<file path="config.mk">
export PLATFORM = sky130hd
export DESIGN_NAME = sevenseg_scan_driver_flat
export DESIGN_NICKNAME = d
export VERILOG_FILES = /design/src/rtl/sevenseg_scan_driver_if.sv /design/src/rtl/sevenseg_scan_driver.sv /design/src/flat_wrapper.sv
export SDC_FILE = /design/constraint.sdc
export NUM_CORES = 1
export LEC_CHECK = 0
export ABC_AREA = 0
export CAP_MARGIN = 20
export CORE_ASPECT_RATIO = 0.5
export CORE_MARGIN = 1.5
export CORE_UTILIZATION = 52
export CTS_BUF_LIST = sky130_fd_sc_hd__clkbuf_4 sky130_fd_sc_hd__clkbuf_8
export DETAILED_ROUTE_END_ITERATION = 8
export PLACE_DENSITY = 0.85
export SYNTH_ARGS = -nofsm -noshare
export SYNTH_HDL_FRONTEND = slang
export SYNTH_SLANG_ARGS = --single-unit
</file>
<file path="constraint.sdc">
create_clock -name CLK -period 2.7 [get_ports CLK]
set_input_delay 0.54 -clock CLK [delete_from_list [all_inputs] [get_ports CLK]]
set_output_delay 0.54 -clock CLK [all_outputs]
set_load 0.05 [all_outputs]
</file>
<file path="src/rtl/sevenseg_scan_driver_if.sv">
// Processor write port plus display pins for the eight-digit scanned seven-segment driver.
// The slave side belongs to the driver; the master side belongs to the register block or bench.
interface sevenseg_scan_driver_if;
   logic        WrEn;
   logic [31:0] WrData;
   logic [7:0]  WrBlank;
   logic [7:0]  SevenSegAn;
   logic [6:0]  SevenSegCat;
   logic        FrameDone;
   logic        UpdPending;

   modport slave (
      input  WrEn, WrData, WrBlank,
      output SevenSegAn, SevenSegCat, FrameDone, UpdPending
   );

   modport master (
      output WrEn, WrData, WrBlank,
      input  SevenSegAn, SevenSegCat, FrameDone, UpdPending
   );
endinterface

</file>
<file path="src/rtl/sevenseg_scan_driver.sv">
// Time-multiplexed 8-digit common-anode driver; writes are held until the frame boundary.
// Outputs are registered one cycle behind digit/active state; writes are always accepted.
module sevenseg_scan_driver #(
   parameter int SCAN_DIV = 100000
) (
   input  logic                  CLK,
   input  logic                  Reset,
   sevenseg_scan_driver_if.slave bus
);
   localparam int CW = (SCAN_DIV > 1) ? $clog2(SCAN_DIV) : 1;

   logic [CW-1:0] presc;
   logic [2:0]    digit;
   logic [31:0]   act_data;
   logic [31:0]   pend_data;
   logic [7:0]    act_blank;
   logic [7:0]    pend_blank;
   logic          upd_pending;
   logic          frame_done;
   logic [7:0]    an_q;
   logic [6:0]    cat_q;

   logic          tick;
   logic          boundary;
   logic [3:0]    nibble;
   logic [6:0]    seg;

   assign tick     = (presc == CW'(SCAN_DIV - 1));
   assign boundary = tick && (digit == 3'd7);
   assign nibble   = act_data[{digit, 2'b00} +: 4];

   always_comb begin
      seg = 7'h7F;
      case (nibble)
         4'h0: seg = 7'h40;
         4'h1: seg = 7'h79;
         4'h2: seg = 7'h24;
         4'h3: seg = 7'h30;
         4'h4: seg = 7'h19;
         4'h5: seg = 7'h12;
         4'h6: seg = 7'h02;
         4'h7: seg = 7'h78;
         4'h8: seg = 7'h00;
         4'h9: seg = 7'h10;
         4'hA: seg = 7'h08;
         4'hB: seg = 7'h03;
         4'hC: seg = 7'h46;
         4'hD: seg = 7'h21;
         4'hE: seg = 7'h06;
         4'hF: seg = 7'h0E;
         default: seg = 7'h7F;
      endcase
   end

   always_ff @(posedge CLK) begin
      if (Reset) begin
         presc       <= '0;
         digit       <= 3'd0;
         act_data    <= 32'h0;
         act_blank   <= 8'h00;
         pend_data   <= 32'h0;
         pend_blank  <= 8'h00;
         upd_pending <= 1'b0;
         frame_done  <= 1'b0;
         an_q        <= 8'hFF;
         cat_q       <= 7'h7F;
      end else begin
         presc <= tick ? '0 : presc + CW'(1);
         if (tick) begin
            digit <= digit + 3'd1;
         end

         // A write landing on the boundary itself bypasses the pending buffer so the newest value wins.
         if (boundary) begin
            if (bus.WrEn) begin
               act_data  <= bus.WrData;
               act_blank <= bus.WrBlank;
            end else if (upd_pending) begin
               act_data  <= pend_data;
               act_blank <= pend_blank;
            end
            upd_pending <= 1'b0;
         end else if (bus.WrEn) begin
            pend_data   <= bus.WrData;
            pend_blank  <= bus.WrBlank;
            upd_pending <= 1'b1;
         end

         frame_done <= boundary;
         an_q       <= act_blank[digit] ? 8'hFF : ~(8'b1 << digit);
         cat_q      <= act_blank[digit] ? 7'h7F : seg;
      end
   end

   assign bus.SevenSegAn  = an_q;
   assign bus.SevenSegCat = cat_q;
   assign bus.FrameDone   = frame_done;
   assign bus.UpdPending  = upd_pending;
endmodule

</file>
<file path="src/flat_wrapper.sv">
// flat-port wrapper written by rule: the top's interface ports become plain ports
module sevenseg_scan_driver_flat 
#(
   parameter int SCAN_DIV = 100000
)
  (CLK, Reset, bus_WrEn, bus_WrData, bus_WrBlank, bus_SevenSegAn, bus_SevenSegCat, bus_FrameDone, bus_UpdPending);
  sevenseg_scan_driver_if bus_i ();
  input  logic CLK;
  input  logic Reset;
  input wire logic [$bits(bus_i.WrEn)-1:0] bus_WrEn;
  input wire logic [$bits(bus_i.WrData)-1:0] bus_WrData;
  input wire logic [$bits(bus_i.WrBlank)-1:0] bus_WrBlank;
  output wire logic [$bits(bus_i.SevenSegAn)-1:0] bus_SevenSegAn;
  output wire logic [$bits(bus_i.SevenSegCat)-1:0] bus_SevenSegCat;
  output wire logic [$bits(bus_i.FrameDone)-1:0] bus_FrameDone;
  output wire logic [$bits(bus_i.UpdPending)-1:0] bus_UpdPending;
  assign bus_i.WrEn = bus_WrEn;
  assign bus_i.WrData = bus_WrData;
  assign bus_i.WrBlank = bus_WrBlank;
  assign bus_SevenSegAn = bus_i.SevenSegAn;
  assign bus_SevenSegCat = bus_i.SevenSegCat;
  assign bus_FrameDone = bus_i.FrameDone;
  assign bus_UpdPending = bus_i.UpdPending;
  sevenseg_scan_driver #(.SCAN_DIV(SCAN_DIV)) u_core (.CLK(CLK), .Reset(Reset), .bus(bus_i));
endmodule
</file>
==> results of run 1 <==
==> repair_timing <==
action                                  4_1_cts  5_1_grt
setup buffers                                 0        0
hold buffers                                  0        0
endpoints found under the setup margin        0       59
endpoints found under the hold margin         0        0
gates resized for setup                       0        3
==> layout make-up <==
type	instances	area, um2	share of cell area, %
tap	135	168.9	2.698
clock buffer	24	324.1	5.176
multi-input combinational	346	2525	40.33
inverter	11	41.29	0.6595
timing repair buffer	73	714.4	11.41
sequential	117	2345	37.45
clock inverter	8	142.6	2.278
==> power by group <==
group | internal [uW] | leakage (uW) | switching (uW)
Clock | 1160 | 0.000238 | 683
Sequential | 1770 | 0.000955 | 23.8
Combinational | 142 | 0.00131 | 148
==> cells in the mapped netlist (5+ instances only) <==
cell | number | area [um2]
xor2_1 | 9 | 78.83
ha_1 | 12 | 150.1
dfxtp_1 | 117 | 2342
o21ai_0 | 5 | 25.02
nand2_1 | 13 | 48.80
buf_2 | 7 | 35.03
nor2_1 | 111 | 416.7
clkbuf_1 | 22 | 82.58
mux4_2 | 8 | 180.2
a211oi_1 | 43 | 322.8
xnor2_1 | 7 | 61.31
mux2i_1 | 88 | 880.8
nand3_1 | 8 | 40.04
inv_1 | 10 | 37.54
==> logic make-up after synthesis <==
group | after synthesis
and+or+nand+nor | 159
DFF | 117
muxes | 97
AOI/OAI and AO/OA | 62
buffers and inverters | 45
xor gates and xnor gates | 16
adders and majority gates | 12
==> how the worst min path moves through the flow <==
stage / endpoint / depth (start not counted) / slack, ns / startpoint
floorplan: u_core.presc[0] / 1 / 0.43 / u_core.presc[0]
global placement: u_core.presc[0] / 1 / 0.44 / u_core.presc[0]
detailed placement: u_core.presc[0] / 1 / 0.45 / u_core.presc[0]
CTS: u_core.presc[0] / 1 / 0.47 / u_core.presc[0]
global route: u_core.presc[0] / 1 / 0.49 / u_core.presc[0]
finish: u_core.presc[0] / 1 / 0.47 / u_core.presc[0]
==> registers in the layout, indices dropped and copies added, names as in the netlist, 3 cells and up <==
name	count
u_core.act_data	32
u_core.bus.SevenSegAn	8
u_core.pend_data	32
u_core.presc	17
u_core.act_blank	8
u_core.digit	3
u_core.pend_blank	8
u_core.bus.SevenSegCat	7
==> cells in the final DEF (no fill, tap or decap), types with 2 or more instances in the layout <==
master           instances
clkbuf_8                23
ha_1                    12
a211oi_1                43
xor2_1                   9
clkdlybuf4s50_1         57
buf_2                    2
nor3_1                   3
xnor2_1                  7
and3_1                   2
a221o_1                  4
mux2i_1                 88
nor2b_1                  4
or4_1                    2
clkinv_2                 3
nand3_1                  8
o21ai_0                  5
mux4_2                   8
nand4_1                  3
a21oi_1                  3
nor2_1                 111
nand2_1                 13
buf_12                   2
buf_4                   11
dfxtp_1                115
and2_1                   4
bufinv_16                4
dfxtp_2                  2
inv_1                   10
==> per-stage QoR <==
| stage | power [uW] | util [%] | instances |
|---|---|---|---|
| after global placement | 2113 | 61.27 | 682 |
| after global routing | 4049 | 66.28 | 714 |
| after detailed placement | 2122 | 61.27 | 682 |
| after floorplan | 2003 | - | 508 |
| after CTS | 3947 | 66.21 | 714 |
| final | 3931 | 66.28 | 714 |
==> metal layers <==
metal | global-route usage [%] | wire length, um
met3 | 4.921 | 457
met1 | 27.55 | 5053
met2 | 37.32 | 5077
met4 | 9.966 | 205
met5 | 0 | 0
==> qor.yml, run 1 <==
fin_area_um2: 6261
tns_ns: 0
start_util_pct: 53.56
fillers: 711
r2r-start: "u_core.digit[0]"
min_path_type: "flip-flop to flip-flop"
yosys_warnings: 0
grt_pass1_vias: 3709
cts_sinks: 117
wl_per_cell_um: 15.12
status: "complete, no violations"
cp.depth: 8
synthAdderAreaFrac_pct: 2.967
path_cells: "buf_4 > ha_1 > ha_1 > inv_1 > nor4_4 > buf_12 > nor2_1 > a211oi_1"
synth_edf_count: 0
final_layout_size_suffix_gt1_share_pct: 10.88
track_usage_pct: 22.10
crit_fanout: 46
drtPass1Iterations: 4
rows: 25
grt_antenna_before_repair: 0
finClkSkew_ns: 0.01113
synth-simple-area-share_pct: 13.80
p_leak_uw: 0.002505
synth_cell_types: 42
worstMarginPinSlew_ns: 0.6705
synth_nets: 563
dieWidth_um: 142.5
period_share_pct: 92.29
r2r-end: "u_core.act_data[16]"
synth-seq-cells: 117
ir_drop_v: 0.0003140
whs_ns: 0.4676
clock_latency_ns: 0.42
rr_worst_depth: 8
rrSetupSlack_ns: 0.21
final_hold_viol_count: 0
overflow: 0
core_um2: 9447
port_buffers: 59
synthXorXnorAreaFrac_pct: 2.770
synth_flop_cell: "dfxtp_1"
critPathMostFrequentCell: "ha_1"
drv_cap: 0
relSlewSlack_pct: 55.13
start_kind: "flip-flop"
grt_max_degree: 47
die_y_um: 72.75
ys_seq_area_share_pct: 46.29
finalWirelength_um: 10790
syn2layout_area_growth_pct: 23.74
cp.arrival_ns: 2.80
ant_nets: 0
fmax_mhz: 401.3
worst_setup_path_end_kind: "flip-flop"
clock_path_buffers: 2
drcViolationCount: 0
io_pins: 60
syn_avg_cell_area_um2: 9.960
fin_nets: 621
synthCells: 508
grt_pass1_wl_um: 17580
viasPerCell: 5.405
setup_slack_ns: 0.2082
cp.buffers_inverters: 3
die_area_um2: 10370
cts_buffers: 17
synth_compound_area_share_pct: 9.149
root_buffer: "clkbuf_8"
dp_slack_ns: 0.05309
cts.htree.levels: 4
vias: 3859
synthArstFlopShare_pct: 0
slowest_stage: "dfxtp_2"
power_density_nw_per_um2: 627.8
critical_path_class: "flip-flop to flip-flop"
min_period_ns: 2.492
muxShareOfSynthArea_pct: 21.19
grt_setup_unrepaired: "false"
cts_tree: "done"
cp_slowest_stage_delay_ns: 0.47
detailed_place_hpwl_um: 7046
syn_area_um2: 5060
crit_required_ns: 3.01
synth_top_family_by_area: "multiplexers"
endpoint: "u_core.act_data[16]"
crit_family: "buffers and inverters"
antennaDiodeCount: 0
clk_pin_slew_worst_paths_ns: 0.07
place.gp.congestion: 0.8098
slew_violations: 0
place_area_um2: 5788
setup_violations: 0
drtIter0Drc: 199
worstSetupStartpoint: "u_core.digit[0]"
Power figures use the tool's default switching activity.
==> inputs of run 2 (changes only) <==
--- a/config.mk
+++ b/config.mk
@@ -12,7 +12,8 @@
 export CORE_UTILIZATION = 52
 export CTS_BUF_LIST = sky130_fd_sc_hd__clkbuf_4 sky130_fd_sc_hd__clkbuf_8
 export DETAILED_ROUTE_END_ITERATION = 8
-export PLACE_DENSITY = 0.85
+export GPL_ROUTABILITY_DRIVEN = 0
+export PLACE_DENSITY = 0.78
 export SYNTH_ARGS = -nofsm -noshare
 export SYNTH_HDL_FRONTEND = slang
 export SYNTH_SLANG_ARGS = --single-unit
==> run 2 against run 1 <==
Clock power fell by 21%; sequential cell count did not move; non-clock buffer count up 1; critical path depth shrank 1; critical path type unchanged.
==> qor.yml, run 2 (synthesis results as in run 1) <==
cts_tree: "done"
port_buffers: 59  # unchanged
rows: 25  # unchanged
cp_slowest_stage_delay_ns: 0.68  # +0.21 ns
setup_violations: 0  # unchanged
root_buffer: "clkbuf_8"
overflow: 0  # unchanged
final_hold_viol_count: 0  # unchanged
dp.cells: 683  # +0.15%
die_area_um2: 10370  # unchanged
crit_required_ns: 3.03  # +0.02 ns
fin_nets: 622  # +0.16%
fin_area_um2: 6168  # -1.5%
slowest_stage: "dfxtp_1"
start_kind: "flip-flop"
grt_pass1_vias: 3551  # -4.3%
mostFrequentLayoutCell: "dfxtp_1"
relSlewSlack_pct: 58.31  # +3.2 points
drv_cap: 0  # unchanged
grt_setup_unrepaired: "false"
detailed_place_hpwl_um: 7034  # -0.17%
place_area_um2: 5808  # +0.35%
finalWirelength_um: 10240  # -5.2%
fin_cells: 714  # unchanged
rrSetupSlack_ns: 0.23  # +0.02 ns
path_cells: "ha_1 > ha_1 > inv_1 > nor4_4 > buf_4 > nor2_1 > a211oi_1"
drtPass1Iterations: 4  # unchanged
clk_pin_slew_worst_paths_ns: 0.07  # about the same
core_um2: 9447  # unchanged
start_util_pct: 53.56  # unchanged
setup_slack_ns: 0.2318  # +0.02354 ns
wl_met3_um: 553  # +21%
period_share_pct: 91.42  # -0.87 points
status: "complete, no violations"
crit_fanout: 24  # -48%
worst_setup_path_end_kind: "flip-flop"
power_density_nw_per_um2: 573.6  # -8.6%
critical_path_class: "flip-flop to flip-flop"
postCtsHoldBufs: 0  # unchanged
min_path_type: "flip-flop to flip-flop"
syn2layout_area_growth_pct: 21.91
grt_antenna_before_repair: 0  # unchanged
dieWidth_um: 142.5  # unchanged
power.total_uw: 3538  # -10%
fmax_mhz: 405.2  # +0.95%
final_layout_size_suffix_gt1_share_pct: 10.54  # -0.35 points
p_leak_uw: 0.002472  # -1.3%
die_y_um: 72.75  # unchanged
track_usage_pct: 21.61  # -0.50 points
grt_pass1_wl_um: 17020  # -3.2%
antennaDiodeCount: 0  # unchanged
dp_slack_ns: 0.2458  # +0.1928 ns
postCtsSetupBuffers: 0  # unchanged
final_cell_mix: "117 x dfxtp_1, 111 x nor2_1, 88 x mux2i_1"
clock_path_buffers: 2  # unchanged
grt_max_degree: 57  # +21%
viasPerCell: 5.290  # -2.1%
cp.arrival_ns: 2.80  # about the same
critPathMostFrequentCell: "ha_1"
dr_wl_met2_um: 4696  # -7.5%
ir_drop_v: 0.0003507  # +12%
wl_met1_um: 4908  # -2.9%
wl_per_cell_um: 14.33  # -5.2%
cts_sinks: 117  # unchanged
tns_ns: 0  # unchanged
drtIter0Drc: 250  # +26%
io_pins: 60  # unchanged
clock_latency_ns: 0.43  # about the same
vias: 3777  # -2.1%
cts.htree.levels: 4  # unchanged
ant_nets: 0  # unchanged
min_period_ns: 2.468  # -0.02354 ns
worstMarginPinSlew_ns: 0.6229  # -0.04762 ns
finClkSkew_ns: 0.01228  # +0.001159 ns
cts_buffers: 17  # unchanged
largestRegisters: "u_core.act_data x32, u_core.pend_data x32, u_core.presc x17"
drcViolationCount: 0  # unchanged
slew_violations: 0  # unchanged
cts_resized: 0  # unchanged
top_layer: "met4"
==> run 2: final timing paths <==
check	start	endpoint	cells after the start
max	u_core.digit[1]	u_core.act_blank[5]	7
min	u_core.presc[0]	u_core.presc[0]	1
max reg2reg	u_core.digit[1]	u_core.act_blank[5]	7
min reg2reg	u_core.presc[0]	u_core.presc[0]	1
==> run 2: per-layer routing <==
metal  track usage (%)  up-vias
li1                  -     1900
met5                 0        -
met4             8.706        0
met1             28.68     1796
met3             5.577        9
met2             34.09       72
==> run 2: metrics by stage <==
stage          hold slack (ns)  utilization (%)
2_1_floorplan           0.4299                -
3_3_place_gp            0.4444            61.48
3_5_place_dp            0.4474            61.48
4_1_cts                 0.4634            65.30
5_1_grt                 0.4769            65.30
6_report                0.4623            65.30
==> run 2: cell type report <==
cell class	count	area [um2]
clock buffer	27	340.3
timing repair buffer	74	730.7
sequential	117	2342
inverter	11	41.29
multi-input combinational	346	2525
tap	135	168.9
fill	757	3278
clock inverter	4	20.02
==> run 2: where the power goes <==
group	total (uW)	internal (uW)	switching [uW]
sequential	1800	1770	23.6
combinational	290	144	146
clock	1450	797	655
total	3540	2710	824
==> run 2: worst max-delay path, delay by kind of cell, from the launching register on <==
family / cells / cell delay (ns)
compound gates: 1 / 0.22
simple gates: 2 / 0.45
buf+inv: 2 / 0.46
flops: 1 / 0.68
fa+ha+maj: 2 / 0.56
==> inputs of run 3 (changes only) <==
--- a/config.mk
+++ b/config.mk
@@ -7,12 +7,12 @@
 export LEC_CHECK = 0
 export ABC_AREA = 0
 export CAP_MARGIN = 20
-export CORE_ASPECT_RATIO = 0.5
 export CORE_MARGIN = 1.5
 export CORE_UTILIZATION = 52
 export CTS_BUF_LIST = sky130_fd_sc_hd__clkbuf_4 sky130_fd_sc_hd__clkbuf_8
 export DETAILED_ROUTE_END_ITERATION = 8
 export GPL_ROUTABILITY_DRIVEN = 0
+export HOLD_SLACK_MARGIN = 0.15
 export PLACE_DENSITY = 0.78
 export SYNTH_ARGS = -nofsm -noshare
 export SYNTH_HDL_FRONTEND = slang
==> run 3 against run 2 <==
Via count up 0.16%; sequential power about the same; sequential cell count unchanged; clock skew down 0.0040 ns; hold slack better by 0.0061 ns; highest routed layer unchanged.
==> qor.yml, run 3 (synthesis results as in run 1) <==
status: "complete, no violations"
setup_violations: 0  # unchanged
slowest_stage: "or4_1"
grt_pass1_wl_um: 16500  # -3.1%
clk_pin_slew_worst_paths_ns: 0.06  # about the same
min_path_type: "flip-flop to flip-flop"
relSlewSlack_pct: 60.46  # +2.1 points
crit_required_ns: 3.03  # about the same
root_buffer: "clkbuf_8"
cp.arrival_ns: 2.76  # -0.04 ns
rrSetupSlack_ns: 0.27  # +0.03 ns
clock_path_buffers: 2  # unchanged
tns_ns: 0  # unchanged
cts_resized: 0  # unchanged
die_y_um: 101.6  # +40%
worst_setup_path_end_kind: "flip-flop"
postCtsSetupBuffers: 0  # unchanged
ir_drop_v: 0.0003643  # +3.9%
mostFrequentLayoutCell: "dfxtp_1"
core_um2: 9328  # -1.3%
largestRegisters: "u_core.act_data x32, u_core.pend_data x32, u_core.presc x17"
fmax_mhz: 410.9  # +1.4%
finClkSkew_ns: 0.008265  # -0.004019 ns
dp_slack_ns: 0.2959  # +0.05008 ns
critical_path_class: "flip-flop to flip-flop"
multi_input_area_um2: 2525  # unchanged
drtIter0Drc: 164  # -34%
drcViolationCount: 0  # unchanged
grt_max_degree: 81  # +42%
power.total_uw: 3609  # +2.0%
finalWirelength_um: 9828  # -4.0%
cts_buffers: 17  # unchanged
viasPerCell: 5.366  # +1.4%
vias: 3783  # +0.16%
die_area_um2: 10330  # -0.34%
fin_nets: 618  # -0.64%
fillers: 729  # -3.7%
path_cells: "ha_1 > nand3_1 > or4_1 > nor4_4 > buf_12 > nor2_1 > a211oi_1"
syn2layout_area_growth_pct: 22.01  # about the same
start_util_pct: 54.25  # +0.68 points
grt_pass1_vias: 3569  # +0.51%
drv_cap: 0  # unchanged
io_pins: 60  # unchanged
start_kind: "flip-flop"
setup_slack_ns: 0.2663  # +0.03447 ns
dieWidth_um: 101.6  # -29%
cts_sinks: 117  # unchanged
final_layout_size_suffix_gt1_share_pct: 10.07  # -0.47 points
final_hold_viol_count: 0  # unchanged
wl_per_cell_um: 13.94  # -2.8%
worstMarginPinSlew_ns: 0.5922  # -0.03064 ns
postCtsHoldBufs: 0  # unchanged
period_share_pct: 90.14  # -1.3 points
antennaDiodeCount: 0  # unchanged
cts_tree: "done"
cp.buffers_inverters: 1  # -1
clock_latency_ns: 0.43  # about the same
port_buffers: 59  # unchanged
ant_nets: 0  # unchanged
grt_antenna_before_repair: 0  # unchanged
grt_setup_unrepaired: "false"
crit_fanout: 80  # +230%
seq_area_um2: 2342  # unchanged
cts.htree.levels: 4  # unchanged
detailed_place_hpwl_um: 6901  # -1.9%
final_cell_mix: "117 x dfxtp_1, 111 x nor2_1, 88 x mux2i_1"
cp_slowest_stage_delay_ns: 0.53  # -0.15 ns
power_density_nw_per_um2: 584.6  # +1.9%
track_usage_pct: 20.43  # -1.2 points
p_leak_uw: 0.002455  # -0.69%
rows: 35  # +40%
overflow: 0  # unchanged
crit_family: "simple AND/OR/NAND/NOR gates"
drtPass1Iterations: 5  # +1
slew_violations: 0  # unchanged
min_period_ns: 2.434  # -0.03448 ns
[run 3: metal layers]
metal	track usage, %	vias up	share of wire [%]
li1	-	1893	-
met2	32.56	101	46
met1	25.91	1769	47
met5	0	-	0
met4	9.295	0	2.1
met3	5.521	20	4.8
[run 3: cell type report]
class                   instances  area share [%]
flip-flops and latches        117           37.94
inverters                      11          0.6688
repair buffers                 70           11.55
well taps                     129           2.615
multi-input cells             346           40.90
clock inverters                 8           1.176
clock buffers                  24           5.148
[run 3: path summary, 6_finish.rpt]
| path | from | end | cells past startpoint |
|---|---|---|---|
| max reg2reg | u_core.presc[0] | u_core.act_data[2] | 7 |
| max | u_core.presc[0] | u_core.act_data[2] | 7 |
| min | u_core.presc[0] | u_core.presc[0] | 1 |
| min reg2reg | u_core.presc[0] | u_core.presc[0] | 1 |
[run 3: power by group]
part	internal, uW	total (uW)	switching (uW)
combinational	142	289	146
clock	863	1520	661
sequential	1770	1800	23.2
total	2780	3610	830
[run 3: worst reg2reg max path, delay by kind of cell (launching register included)]
family	cells	cell delay, ns
fa+ha+maj	1	0.26
simple gates	4	1.16
compound gates	1	0.24
buf+inv	1	0.31
flops	1	0.38
[run 3: stage by stage]
| step | std cells | area, um2 | hold slack (ns) | util (%) |
|---|---|---|---|---|
| 2_1_floorplan | 508 | 5060 | 0.4299 | - |
| 3_3_place_gp | 673 | 5783 | 0.4455 | 62.00 |
| 3_5_place_dp | 673 | 5783 | 0.4554 | 62.00 |
| 4_1_cts | 705 | 6173 | 0.4700 | 66.18 |
| 5_1_grt | 705 | 6173 | 0.4908 | 66.18 |
| 6_report | 705 | 6173 | 0.4684 | 66.18 |
